$ cat src/rtl/ball_motion_if.sv
// Ball motion bus: frame strobe, launch/level controls, slider position and
// crash flags into the ball kinematics stage, ball state back out.
interface ball_motion_if;
   logic       iTick;
   logic       iStart;
   logic [1:0] iLevel;
   logic [9:0] iSlider_x;
   logic [9:0] iSlider_y;
   logic [3:0] iCrash;     // {left, right, up, down}
   logic       iBallDie;
   logic [9:0] oBall_x;
   logic [9:0] oBall_y;
   logic [1:0] oLives;
   logic       oMoving;
   logic       oGameOver;

   // Game logic side: drives the controls, observes the ball
   modport master (
      output iTick, iStart, iLevel, iSlider_x, iSlider_y, iCrash, iBallDie,
      input  oBall_x, oBall_y, oLives, oMoving, oGameOver
   );

   // Ball kinematics side
   modport slave (
      input  iTick, iStart, iLevel, iSlider_x, iSlider_y, iCrash, iBallDie,
      output oBall_x, oBall_y, oLives, oMoving, oGameOver
   );
endinterface

$ cat src/rtl/ball_motion.sv
// Ball kinematics: parks the ball on the slider until launch, moves it one
// step per frame tick with direction reflected from latched crash flags, and
// runs the lives / die pause / game-over sequence.
module ball_motion #(
   parameter int         X_MIN       = 10,
   parameter int         X_MAX       = 630,
   parameter int         Y_MIN       = 10,
   parameter int         Y_MAX       = 479,
   parameter int         PARK_OFS    = 31,
   parameter logic [1:0] START_LIVES = 2'd3,
   parameter int         DIE_PAUSE   = 60
) (
   input  logic         clk,
   input  logic         rst,
   ball_motion_if.slave bus
);
   typedef enum logic [1:0] {IDLE, MOVE, DIE, OVER} state_t;

   localparam logic signed [10:0] X_MIN_S    = 11'(X_MIN);
   localparam logic signed [10:0] X_MAX_S    = 11'(X_MAX);
   localparam logic signed [10:0] Y_MIN_S    = 11'(Y_MIN);
   localparam logic signed [10:0] Y_MAX_S    = 11'(Y_MAX);
   localparam logic [9:0]         X_MIN_V    = 10'(X_MIN);
   localparam logic [9:0]         X_MAX_V    = 10'(X_MAX);
   localparam logic [9:0]         Y_MIN_V    = 10'(Y_MIN);
   localparam logic [9:0]         Y_MAX_V    = 10'(Y_MAX);
   localparam logic [9:0]         PARK_OFS_V = 10'(PARK_OFS);
   localparam logic [7:0]         PAUSE_LAST = 8'(DIE_PAUSE - 1);

   state_t            state_q, state_d;
   logic [9:0]        ball_x_q, ball_x_d;
   logic [9:0]        ball_y_q, ball_y_d;
   logic              dir_x_pos_q, dir_x_pos_d;  // 1: x increasing
   logic              dir_y_pos_q, dir_y_pos_d;  // 1: y increasing (down the screen)
   logic [1:0]        lives_q, lives_d;
   logic [3:0]        latch_q, latch_d;
   logic [7:0]        pause_q, pause_d;
   logic [2:0]        step_q, step_d;

   logic [3:0]        crash_all;
   logic              dir_x_new, dir_y_new;
   logic signed [10:0] step_s, x_mv, y_mv;
   logic [9:0]        x_cl, y_cl;

   // Direction update and clamped next position from latched-plus-live crash flags
   always_comb begin
      crash_all = latch_q | bus.iCrash;
      dir_x_new = dir_x_pos_q;
      if (crash_all[3] && !crash_all[2])      dir_x_new = 1'b1;
      else if (!crash_all[3] && crash_all[2]) dir_x_new = 1'b0;
      else if (crash_all[3] && crash_all[2])  dir_x_new = ~dir_x_pos_q;
      dir_y_new = dir_y_pos_q;
      if (crash_all[1] && !crash_all[0])      dir_y_new = 1'b1;
      else if (!crash_all[1] && crash_all[0]) dir_y_new = 1'b0;
      else if (crash_all[1] && crash_all[0])  dir_y_new = ~dir_y_pos_q;
      step_s = signed'({8'b0, step_q});
      x_mv   = dir_x_new ? signed'({1'b0, ball_x_q}) + step_s
                         : signed'({1'b0, ball_x_q}) - step_s;
      y_mv   = dir_y_new ? signed'({1'b0, ball_y_q}) + step_s
                         : signed'({1'b0, ball_y_q}) - step_s;
      x_cl = x_mv[9:0];
      if (x_mv < X_MIN_S)      x_cl = X_MIN_V;
      else if (x_mv > X_MAX_S) x_cl = X_MAX_V;
      y_cl = y_mv[9:0];
      if (y_mv < Y_MIN_S)      y_cl = Y_MIN_V;
      else if (y_mv > Y_MAX_S) y_cl = Y_MAX_V;
   end

   // Next-state and datapath updates for the park / move / die / over sequence
   always_comb begin
      state_d     = state_q;
      ball_x_d    = ball_x_q;
      ball_y_d    = ball_y_q;
      dir_x_pos_d = dir_x_pos_q;
      dir_y_pos_d = dir_y_pos_q;
      lives_d     = lives_q;
      latch_d     = latch_q;
      pause_d     = pause_q;
      step_d      = step_q;
      case (state_q)
         IDLE: begin
            ball_x_d = bus.iSlider_x;
            ball_y_d = bus.iSlider_y - PARK_OFS_V;  // wraps by design
            latch_d  = 4'b0;
            if (bus.iStart) begin
               state_d     = MOVE;
               dir_x_pos_d = 1'b1;
               dir_y_pos_d = 1'b0;
               step_d      = {1'b0, bus.iLevel} + 3'd1;
            end
         end
         MOVE: begin
            if (bus.iBallDie) begin
               state_d = DIE;
               lives_d = (lives_q == 2'd0) ? 2'd0 : lives_q - 2'd1;
               pause_d = 8'd0;
               latch_d = 4'b0;
            end else if (bus.iTick) begin
               dir_x_pos_d = dir_x_new;
               dir_y_pos_d = dir_y_new;
               ball_x_d    = x_cl;
               ball_y_d    = y_cl;
               latch_d     = 4'b0;
            end else begin
               latch_d = crash_all;
            end
         end
         DIE: begin
            if (bus.iTick) begin
               if (pause_q == PAUSE_LAST) begin
                  pause_d = 8'd0;
                  state_d = (lives_q == 2'd0) ? OVER : IDLE;
               end else begin
                  pause_d = pause_q + 8'd1;
               end
            end
         end
         OVER: begin
         end
         default: state_d = IDLE;
      endcase
   end

   // State register with asynchronous active-low reset
   always_ff @(posedge clk or negedge rst) begin
      if (!rst) begin
         state_q     <= IDLE;
         ball_x_q    <= 10'd320;
         ball_y_q    <= 10'd440;
         dir_x_pos_q <= 1'b1;
         dir_y_pos_q <= 1'b0;
         lives_q     <= START_LIVES;
         latch_q     <= 4'b0;
         pause_q     <= 8'd0;
         step_q      <= 3'd1;
      end else begin
         state_q     <= state_d;
         ball_x_q    <= ball_x_d;
         ball_y_q    <= ball_y_d;
         dir_x_pos_q <= dir_x_pos_d;
         dir_y_pos_q <= dir_y_pos_d;
         lives_q     <= lives_d;
         latch_q     <= latch_d;
         pause_q     <= pause_d;
         step_q      <= step_d;
      end
   end

   assign bus.oBall_x   = ball_x_q;
   assign bus.oBall_y   = ball_y_q;
   assign bus.oLives    = lives_q;
   assign bus.oMoving   = (state_q == MOVE);
   assign bus.oGameOver = (state_q == OVER);
endmodule

$ cat src/flat_wrapper.sv
// flat-port wrapper written by rule: the top's interface ports become plain ports
module ball_motion_flat 
#(
   parameter int         X_MIN       = 10,
   parameter int         X_MAX       = 630,
   parameter int         Y_MIN       = 10,
   parameter int         Y_MAX       = 479,
   parameter int         PARK_OFS    = 31,
   parameter logic [1:0] START_LIVES = 2'd3,
   parameter int         DIE_PAUSE   = 60
)
  (clk, rst, bus_iTick, bus_iStart, bus_iLevel, bus_iSlider_x, bus_iSlider_y, bus_iCrash, bus_iBallDie, bus_oBall_x, bus_oBall_y, bus_oLives, bus_oMoving, bus_oGameOver);
  ball_motion_if bus_i ();
  input  logic clk;
  input  logic rst;
  input wire logic [$bits(bus_i.iTick)-1:0] bus_iTick;
  input wire logic [$bits(bus_i.iStart)-1:0] bus_iStart;
  input wire logic [$bits(bus_i.iLevel)-1:0] bus_iLevel;
  input wire logic [$bits(bus_i.iSlider_x)-1:0] bus_iSlider_x;
  input wire logic [$bits(bus_i.iSlider_y)-1:0] bus_iSlider_y;
  input wire logic [$bits(bus_i.iCrash)-1:0] bus_iCrash;
  input wire logic [$bits(bus_i.iBallDie)-1:0] bus_iBallDie;
  output wire logic [$bits(bus_i.oBall_x)-1:0] bus_oBall_x;
  output wire logic [$bits(bus_i.oBall_y)-1:0] bus_oBall_y;
  output wire logic [$bits(bus_i.oLives)-1:0] bus_oLives;
  output wire logic [$bits(bus_i.oMoving)-1:0] bus_oMoving;
  output wire logic [$bits(bus_i.oGameOver)-1:0] bus_oGameOver;
  assign bus_i.iTick = bus_iTick;
  assign bus_i.iStart = bus_iStart;
  assign bus_i.iLevel = bus_iLevel;
  assign bus_i.iSlider_x = bus_iSlider_x;
  assign bus_i.iSlider_y = bus_iSlider_y;
  assign bus_i.iCrash = bus_iCrash;
  assign bus_i.iBallDie = bus_iBallDie;
  assign bus_oBall_x = bus_i.oBall_x;
  assign bus_oBall_y = bus_i.oBall_y;
  assign bus_oLives = bus_i.oLives;
  assign bus_oMoving = bus_i.oMoving;
  assign bus_oGameOver = bus_i.oGameOver;
  ball_motion #(.X_MIN(X_MIN), .X_MAX(X_MAX), .Y_MIN(Y_MIN), .Y_MAX(Y_MAX), .PARK_OFS(PARK_OFS), .START_LIVES(START_LIVES), .DIE_PAUSE(DIE_PAUSE)) u_core (.clk(clk), .rst(rst), .bus(bus_i));
endmodule
$ cat config.mk
export PLATFORM = sky130hd
export DESIGN_NAME = ball_motion_flat
export DESIGN_NICKNAME = d
export VERILOG_FILES = /design/src/rtl/ball_motion_if.sv /design/src/rtl/ball_motion.sv /design/src/flat_wrapper.sv
export SDC_FILE = /design/constraint.sdc
export NUM_CORES = 1
export LEC_CHECK = 0
export CORE_ASPECT_RATIO = 0.9
export CORE_MARGIN = 2
export CORE_UTILIZATION = 56
export DETAILED_ROUTE_END_ITERATION = 16
export MAX_ROUTING_LAYER = met4
export PLACE_DENSITY_LB_ADDON = 0.1
export SYNTH_ARGS = -nofsm -noshare
export SYNTH_HDL_FRONTEND = slang
export SYNTH_SLANG_ARGS = --single-unit
$ cat constraint.sdc
create_clock -name clk -period 5.35 [get_ports clk]
set_clock_uncertainty 0.1 [all_clocks]
set_input_delay 1.07 -clock clk [delete_from_list [all_inputs] [get_ports clk]]
set_output_delay 1.07 -clock clk [all_outputs]
set_load 0.03 [all_outputs]
; After elaboration in Yosys (flattened, before gate mapping)
; Index checks and enable logic that the tools add are counted.
[word_totals]
ff_bits = 41
inputBits = 31
output_inout_bits = 24
wordCells = 95
[op_classes]
add_sub_neg = 8
order_cmp = 4
eq_ne = 10
mux = 40
bitwise = 3
reduce_logical = 21
[ops]
columns = operator, count
row1 = 2-to-1 mux 10 bit, 8
row2 = case mux 10 bit (2 select lines), 2
row3 = 2-to-1 mux 8 bit, 3
row4 = adder 10 x 3 -> 11 bit, 2
row5 = "< comparator 11 x 5 -> 1 bit, second input constant", 2
row6 = 2-to-1 mux 11 bit, 2
row7 = subtractor 10 x 3 -> 11 bit, 2
row8 = case mux 8 bit (2 select lines), 1
row9 = 2-to-1 mux 1 bit, 12
row10 = 2-to-1 mux 2 bit, 6
row11 = "> comparator 11 x 10 -> 1 bit, second input constant", 1
row12 = "> comparator 11 bit, second input constant", 1
row13 = "inequality test 2 bit, second input constant", 5
row14 = "subtractor 10 x 5 -> 10 bit, second input constant", 1
row15 = "adder 8 x 1 -> 8 bit, second input constant", 1
row16 = "== test 8 x 6 -> 1 bit, second input constant", 1
row17 = 2-to-1 mux 4 bit, 2
row18 = case mux 4 bit (2 select lines), 1
row19 = logical AND 1 bit, 6
row20 = case mux 2 bit (3 select lines), 1
row21 = AND reduction 3 bit, 2
row22 = AND reduction 5 bit, 1
row23 = "== test 2 bit, second input constant", 2
row24 = zero test 1 bit, 4
row25 = 12 further kinds, 17

; Longest topological paths before layout
; Gate-level depths: netlist of run 1.
[logic_depth]
word_depth = 12
depth_mapped = 15
ltp_nobuf = 15

; Worst setup path after synthesis of run 1
; Ideal clock, no wire load.
[synth_path]
path_type = input-to-reg
start = in bus_iCrash[3]
end = reg u_core.ball_x_q[8], in the netlist u_core.bus.oBall_x[8]
setup_time_ns = 0.086
arrival_ns = 4.223
required_ns = 5.164
path_slack_ns = 0.941
cell_stages = 14
n_path_buf = 1
path_cell_list = or3_1 -> buf_6 -> nand2_1 -> o21ai_0 -> fa_1 -> a21o_1 -> a21o_1 -> o211ai_1 -> a21oi_2 -> o211a_1 -> a2111oi_2 -> a211oi_2 -> nand2b_2 -> o31ai_2
[synth_via]
elab_chain_cells = 12
word_cells_on_any_way = 16
cone_classes = order compare: 2 / mux: 9 / bitwise: 1 / reduce/logical: 4
[synth_lines]
columns = item, line_no
row1 = from (decl), flat_wrapper.sv:21  ; input wire logic [$bits(bus_i.iCrash)-1:0] bus_iCrash;
row2 = OR 4 bit (*), ball_motion.sv:47  ; crash_all = latch_q | bus.iCrash;
row3 = logical AND 1 bit or zero test 1 bit (tied branches), "ball_motion.sv:51, ball_motion.sv:50"
row4 = 2-to-1 mux 1 bit or logical AND 1 bit (tied branches), "ball_motion.sv:51, ball_motion.sv:50"
row5 = 2-to-1 mux 1 bit, ball_motion.sv:50  ; else if (!crash_all[3] && crash_all[2]) dir_x_new = 1'b0;
row6 = 2-to-1 mux 1 bit (*), ball_motion.sv:49  ; if (crash_all[3] && !crash_all[2]) dir_x_new = 1'b1;
row7 = 2-to-1 mux 11 bit (*), ball_motion.sv:57  ; x_mv = dir_x_new ? signed'({1'b0, ball_x_q}) + step_s
row8 = > comparator 11 bit, ball_motion.sv:63  ; else if (x_mv > X_MAX_S) x_cl = X_MAX_V;
row9 = 2-to-1 mux 10 bit, ball_motion.sv:63
row10 = 2-to-1 mux 10 bit (*), ball_motion.sv:62  ; if (x_mv < X_MIN_S) x_cl = X_MIN_V;
row11 = 2-to-1 mux 10 bit (*), ball_motion.sv:98  ; end else if (bus.iTick) begin
row12 = 2-to-1 mux 10 bit (*), ball_motion.sv:93  ; if (bus.iBallDie) begin
row13 = case mux 10 bit (2 select lines) (*), ball_motion.sv:80  ; case (state_q)
row14 = to (signal assigned), ball_motion.sv:138  ; ball_x_q <= ball_x_d;
row15 = to (decl), ball_motion.sv:31  ; logic [9:0] ball_x_q, ball_x_d;
; Mark *: on every way between the ends. The rest lies on a longest branch, timed or not. The select of a mux whose other input is x is not followed.
; A chain may end at the register's enable or synchronous reset.

; Worst setup path in the final report of run 1
[layout_path]
start = in bus_iCrash[3]
end = reg u_core.ball_x_q[1], in the netlist u_core.bus.oBall_x[1]
; Same word-level chain as after synthesis.

==> results of run 1 <==
-- synth_stat cells (8+ instances only) --
cell and n:
o21ai_0 40, nand3_1 9, dfrtp_1 30, clkbuf_1 11, inv_1 23, a21oi_1 38
dfstp_2 11, xnor2_1 23, nand2_1 46, nor2b_1 10, o21ai_1 12, and3_1 8
nor2_1 25, xor2_1 9, ha_1 21, nor3_1 11
-- area by class of cell --
class,instances,share of cell area
well taps,90,0.0255
repair buffers,60,0.131
multi-input cells,366,0.567
clock inverters,3,0.00566
flip-flops and latches,41,0.235
inverters,23,0.0195
clock buffers,5,0.0156
-- final timing paths --
check                                             end  slack [ns]  depth (start not counted)
min in group asynchronous       u_core.bus.oBall_x[4]        0.82                          1
max in group asynchronous           u_core.latch_q[1]        3.71                          1
worst min-delay path             u_core.bus.oLives[1]        0.38                          1
worst min register to register   u_core.bus.oLives[1]        0.38                          1
worst max-delay path            u_core.bus.oBall_x[1]        0.57                         14
worst max register to register  u_core.bus.oBall_x[1]        1.26                         15
-- cell families (layout without fill, tap and decap cells) --
kind of cell	Yosys count	after routing	share of synthesized area
simple gates	142	142	0.194
xor+xnor	33	33	0.0795
buf+inv	42	91	0.0500
flops	41	41	0.279
mux	4	4	0.0114
compound gates	163	163	0.303
fa+ha+maj	24	24	0.0838
-- per-layer routing --
| metal | vias up | global-route usage | share of wire |
|---|---|---|---|
| met3 | 15 | 0.0413 | 0.053 |
| met4 | 0 | 0.0754 | 0.014 |
| met2 | 121 | 0.447 | 0.45 |
| met1 | 1688 | 0.388 | 0.48 |
| met5 | - | - | 0 |
| li1 | 1742 | - | - |
-- critical path: stages --
cell and delay, ns:
clkdlybuf4s50_1 0.45, or3_1 0.40, nand2_1 0.17, o21ai_0 0.23, fa_1 0.49, a21o_1 0.20, a21o_1 0.20, o211ai_1 0.14
a21oi_2 0.13, or3_1 0.38, and3b_4 0.22, a311oi_4 0.40, nor3b_1 0.27, o21ai_1 0.10
-- layout by cell type, fill, tap and decap left out, types with 7 or more instances in the layout --
cell,count
ha_1,21
xnor2_1,23
a21oi_1,37
nor3_1,11
dfrtp_1,30
inv_1,23
dfstp_2,11
xor2_1,9
nor2b_1,10
nand3_1,9
nand2_1,46
clkdlybuf4s50_1,53
and3_1,8
o21ai_1,12
o21ai_0,40
a211oi_1,7
nor2_1,25
-- sequential cells by signal (all words and copies together), names as in the netlist --
signal              cells
u_core.bus.oBall_x     10
u_core.bus.oBall_y     10
u_core.bus.oLives       2
u_core.dir_x_pos_q      1
u_core.dir_y_pos_q      1
u_core.latch_q          4
u_core.pause_q          8
u_core.state_q          2
u_core.step_q           3
-- per-stage QoR --
stage / utilization / hold WS [ns] / instance area, µm² / worst slack, ns
final: 0.679 / 0.379 / 4420 / 0.568
after global routing: 0.679 / 0.396 / 4420 / 0.328
after CTS: 0.679 / 0.382 / 4420 / 0.586
after detailed placement: 0.664 / 0.366 / 4330 / 0.274
after floorplan: - / 0.338 / 3730 / 0.941
after global placement: 0.664 / 0.362 / 4330 / 0.266
==> reports/results.txt, run 1 <==
drt pass-1 iters = 5
share of post-route cells with drive strength above 1 = 0.120
Setup crit end kind = flip-flop
Final Non-Filler Cells = 588
startpoint class of the critical path = input pin
Clock transition at path regs = 0.09 ns
Register Area = 1040 µm²
fin. max-slew vios = 0
post-synthesis sequential area ratio = 0.279
Synth top area share = 0.201
vias per cell = 6.06
Synth area leaders = dfrtp_1, dfstp_2, ha_1
# H-tree levels = 2
routability cong. = 0.997
Hold Fails Final Rpt = 0
nets@finish = 551
synthesized net count = 503
relative slew slack = 0.350
synthesized area = 3730 µm²
Slew @ Worst Pin = 0.975 ns
Max Cap Violations = 0
# Post-CTS Setup Buffers = 0
Post-synth top flop = dfrtp_1
mean post-synth cell area = 8.31 µm²
largest driver fanout on the critical path = 6
multi-input logic area = 2510 µm²
# resized after CTS = 0
hold path start = u_core.bus.oLives[1]
number of synthesized flops with an enable pin = 0
global route overflow = 0
Min-Delay Path Class = reg2reg
Routed wire per std cell = 16.5 µm
die area = 7330 µm²
Warnings, synthesis = 0
RSZ-0062 raised after global routing = false
crit path DAT = 4.87 ns
Die Ht = 81.4 µm
I/O Pins = 55
Setup-failing EPs final = 0
min cycle time layout = 4.78 ns
number of port buffers = 54
fmax = 209 MHz
outcome = complete, no violations
Synth cell types = 76
DR vias = 3,566
initial DRC count = 231
fillers = 577
Layout area overhead = 18.5%
Max clock buf depth = 2
Detail Route Antenna Nets = 0
Die Width = 90.0 µm
setup TNS = 0 ns
Synth Register Bits = 41
Starting Density = 0.573
Crit. Startpoint = bus_iCrash[3]
placed insts = 580
CTS tree = done
TritonCTS Buffers = 5
Core Footprint = 6520 µm²
Hold Buf Count CTS = 0
Worst Path Required = 5.44 ns
area leader, netlist = dfrtp_1
Site Rows = 28
Setup CP Type = in2reg
fin crit share = 0.894
FFs w/ async S/R, synth = 1.00
vias in the first global route = 3,380
largest net degree at the start of global routing = 42
clock root buffer = clkbuf_8
Syn Inst Count = 449
Ant. Diodes = 0
Clk Latency, worst-skew pair = 0.30 ns
worst r2r src = u_core.step_q[0]
DP Wirelength = 7420 µm
first-pass GRT wire length = 16,300 µm
initial antenna violation count = 0
# DRC = 0
clock sink count = 41
final wirelength = 9680 µm
GRT Total Usage = 0.283
Power of run 1 is not shown: default switching activity piles up to over one toggle a cycle in this logic, so the estimate is an artifact.
==> run 2: changes to the inputs <==
--- a/config.mk
+++ b/config.mk
@@ -8,6 +8,7 @@
 export CORE_ASPECT_RATIO = 0.9
 export CORE_MARGIN = 2
 export CORE_UTILIZATION = 56
+export CTS_CLUSTER_DIAMETER = 80
 export DETAILED_ROUTE_END_ITERATION = 16
 export MAX_ROUTING_LAYER = met4
 export PLACE_DENSITY_LB_ADDON = 0.1
==> results of run 2 <==
Same layout as run 1: the final DEF is identical, and so are final timing and power.
Power of run 2 is left out for the same reason.
==> run 3: changes to the inputs <==
--- a/config.mk
+++ b/config.mk
@@ -7,10 +7,9 @@
 export LEC_CHECK = 0
 export CORE_ASPECT_RATIO = 0.9
 export CORE_MARGIN = 2
-export CORE_UTILIZATION = 56
+export CORE_UTILIZATION = 30
 export CTS_CLUSTER_DIAMETER = 80
 export DETAILED_ROUTE_END_ITERATION = 16
-export MAX_ROUTING_LAYER = met4
 export PLACE_DENSITY_LB_ADDON = 0.1
 export SYNTH_ARGS = -nofsm -noshare
 export SYNTH_HDL_FRONTEND = slang
==> run 3 against run 2 <==
Sequential share of layout area down 0.94 points. Register-to-register slack gained 0.03 ns. Utilization shrank 30 points. Non-clock buffer count is 3 higher. Final cell count is 12% higher. Highest routed layer unchanged. Fmax is 0.54% higher. Critical path depth did not move. Global-route usage shrank 11 points. Flip-flop and latch count did not move. Largest cell class unchanged.
==> reports/results.txt, run 3 (synthesis gave the netlist of run 1 again) <==
routability cong. = 0.872
vias in the first global route = 3,504
largest driver fanout on the critical path = 6
grt peak-use layer = met2
Starting Density = 0.309
min cycle time layout = 4.76 ns
relative slew slack = 0.347
Setup crit end kind = flip-flop
clock sink count = 41
RSZ-0062 raised after global routing = false
CTS tree = done
# Post-CTS Setup Buffers = 0
final instance area = 4610 µm²
fmax = 210 MHz
Routed wire per std cell = 16.8 µm
setup TNS = 0 ns
# resized after CTS = 0
TritonCTS Buffers = 5
Die Width = 122 µm
Site Rows = 38
Slew @ Worst Pin = 0.980 ns
Max Cap Violations = 0
grt met3 use = 0.0182
Ant. Diodes = 0
vias per cell = 5.25
final wirelength = 11,100 µm
M1 GR Usage = 0.263
DP Wirelength = 8520 µm
DR vias = 3,470
share of post-route cells with drive strength above 1 = 0.124
GRT Total Usage = 0.174
crit path DAT = 4.83 ns
largest net degree at the start of global routing = 42
I/O Pins = 55
global route overflow = 0
initial antenna violation count = 0
outcome = complete, no violations
Clock transition at path regs = 0.07 ns
drt pass-1 iters = 6
Min-Delay Path Class = reg2reg
number of port buffers = 54
met2 usage = 0.272
Worst Path Required = 5.42 ns
Clk Latency, worst-skew pair = 0.29 ns
clock root buffer = clkbuf_16
first-pass GRT wire length = 18,500 µm
nets@finish = 554
fin crit share = 0.889
Max clock buf depth = 2
Core Footprint = 12,100 µm²
initial DRC count = 181
# H-tree levels = 2
Hold Fails Final Rpt = 0
Setup CP Type = in2reg
Die Ht = 110 µm
Detail Route Antenna Nets = 0
startpoint class of the critical path = input pin
commonest non-fill, non-tap cell in the layout = clkdlybuf4s50_1
Hold Buf Count CTS = 0
placed cell area = 4440 µm²
most frequent cells in the layout = clkdlybuf4s50_1, nand2_1, o21ai_0, a21oi_1, dfrtp_1
Setup-failing EPs final = 0
Layout area overhead = 23.4%
# DRC = 0
die area = 13,300 µm²
fin. max-slew vios = 0
## run 3: cell types whose count changed in the layout (fill, tap and decap cells not counted)
cell and delta:
clkbuf_1 +1, clkinvlp_4 -1, clkbuf_8 -5, inv_6 -1, bufinv_16 +1, buf_4 +3, clkbuf_16 +5
## run 3: worst paths after layout
kind	startpoint	to	slack, ns	depth (start not counted)
max	bus_iCrash[3]	u_core.bus.oBall_x[1]	0.59	14
min	u_core.bus.oLives[1]	u_core.bus.oLives[1]	0.38	1
max reg2reg	u_core.step_q[0]	u_core.bus.oBall_x[1]	1.29	15
min reg2reg	u_core.bus.oLives[1]	u_core.bus.oLives[1]	0.38	1
max in group asynchronous	rst	u_core.bus.oBall_x[7]	3.70	1
min in group asynchronous	rst	u_core.pause_q[6]	0.84	1
## run 3: through the flow
step / instances / util / setup WS [ns] / hold slack [ns]
after global routing: 661 / 0.381 / 0.301 / 0.400
after detailed placement: 653 / 0.367 / 0.304 / 0.368
after global placement: 653 / 0.367 / 0.431 / 0.362
after floorplan: 449 / - / 0.941 / 0.338
final: 661 / 0.381 / 0.594 / 0.382
after CTS: 661 / 0.381 / 0.608 / 0.381
## run 3: worst max-delay path, stage by stage
cell             delay, ns
clkdlybuf4s50_1       0.47
or3_1                 0.41
nand2_1               0.18
o21ai_0               0.19
fa_1                  0.47
a21o_1                0.20
a21o_1                0.20
o211ai_1              0.14
a21oi_2               0.12
or3_1                 0.37
and3b_4               0.22
a311oi_4              0.41
nor3b_1               0.27
o21ai_1               0.10
## run 3: layout make-up
type,count,area (µm²)
Timing Repair Buffer,63,603
Multi-Input combinational cell,366,2510
Fill cell,1295,7470
Clock buffer,6,129
Tap cell,160,200
Inverter,23,86.3
Clock inverter,2,38.8
Sequential cell,41,1040
## run 3: per-layer routing
| metal | vias up | routed length, µm |
|---|---|---|
| met1 | 1667 | 5890 |
| li1 | 1737 | - |
| met4 | 0 | 61 |
| met3 | 5 | 356 |
| met5 | - | 0 |
| met2 | 61 | 4810 |
Power of run 3 is left out for the same reason.
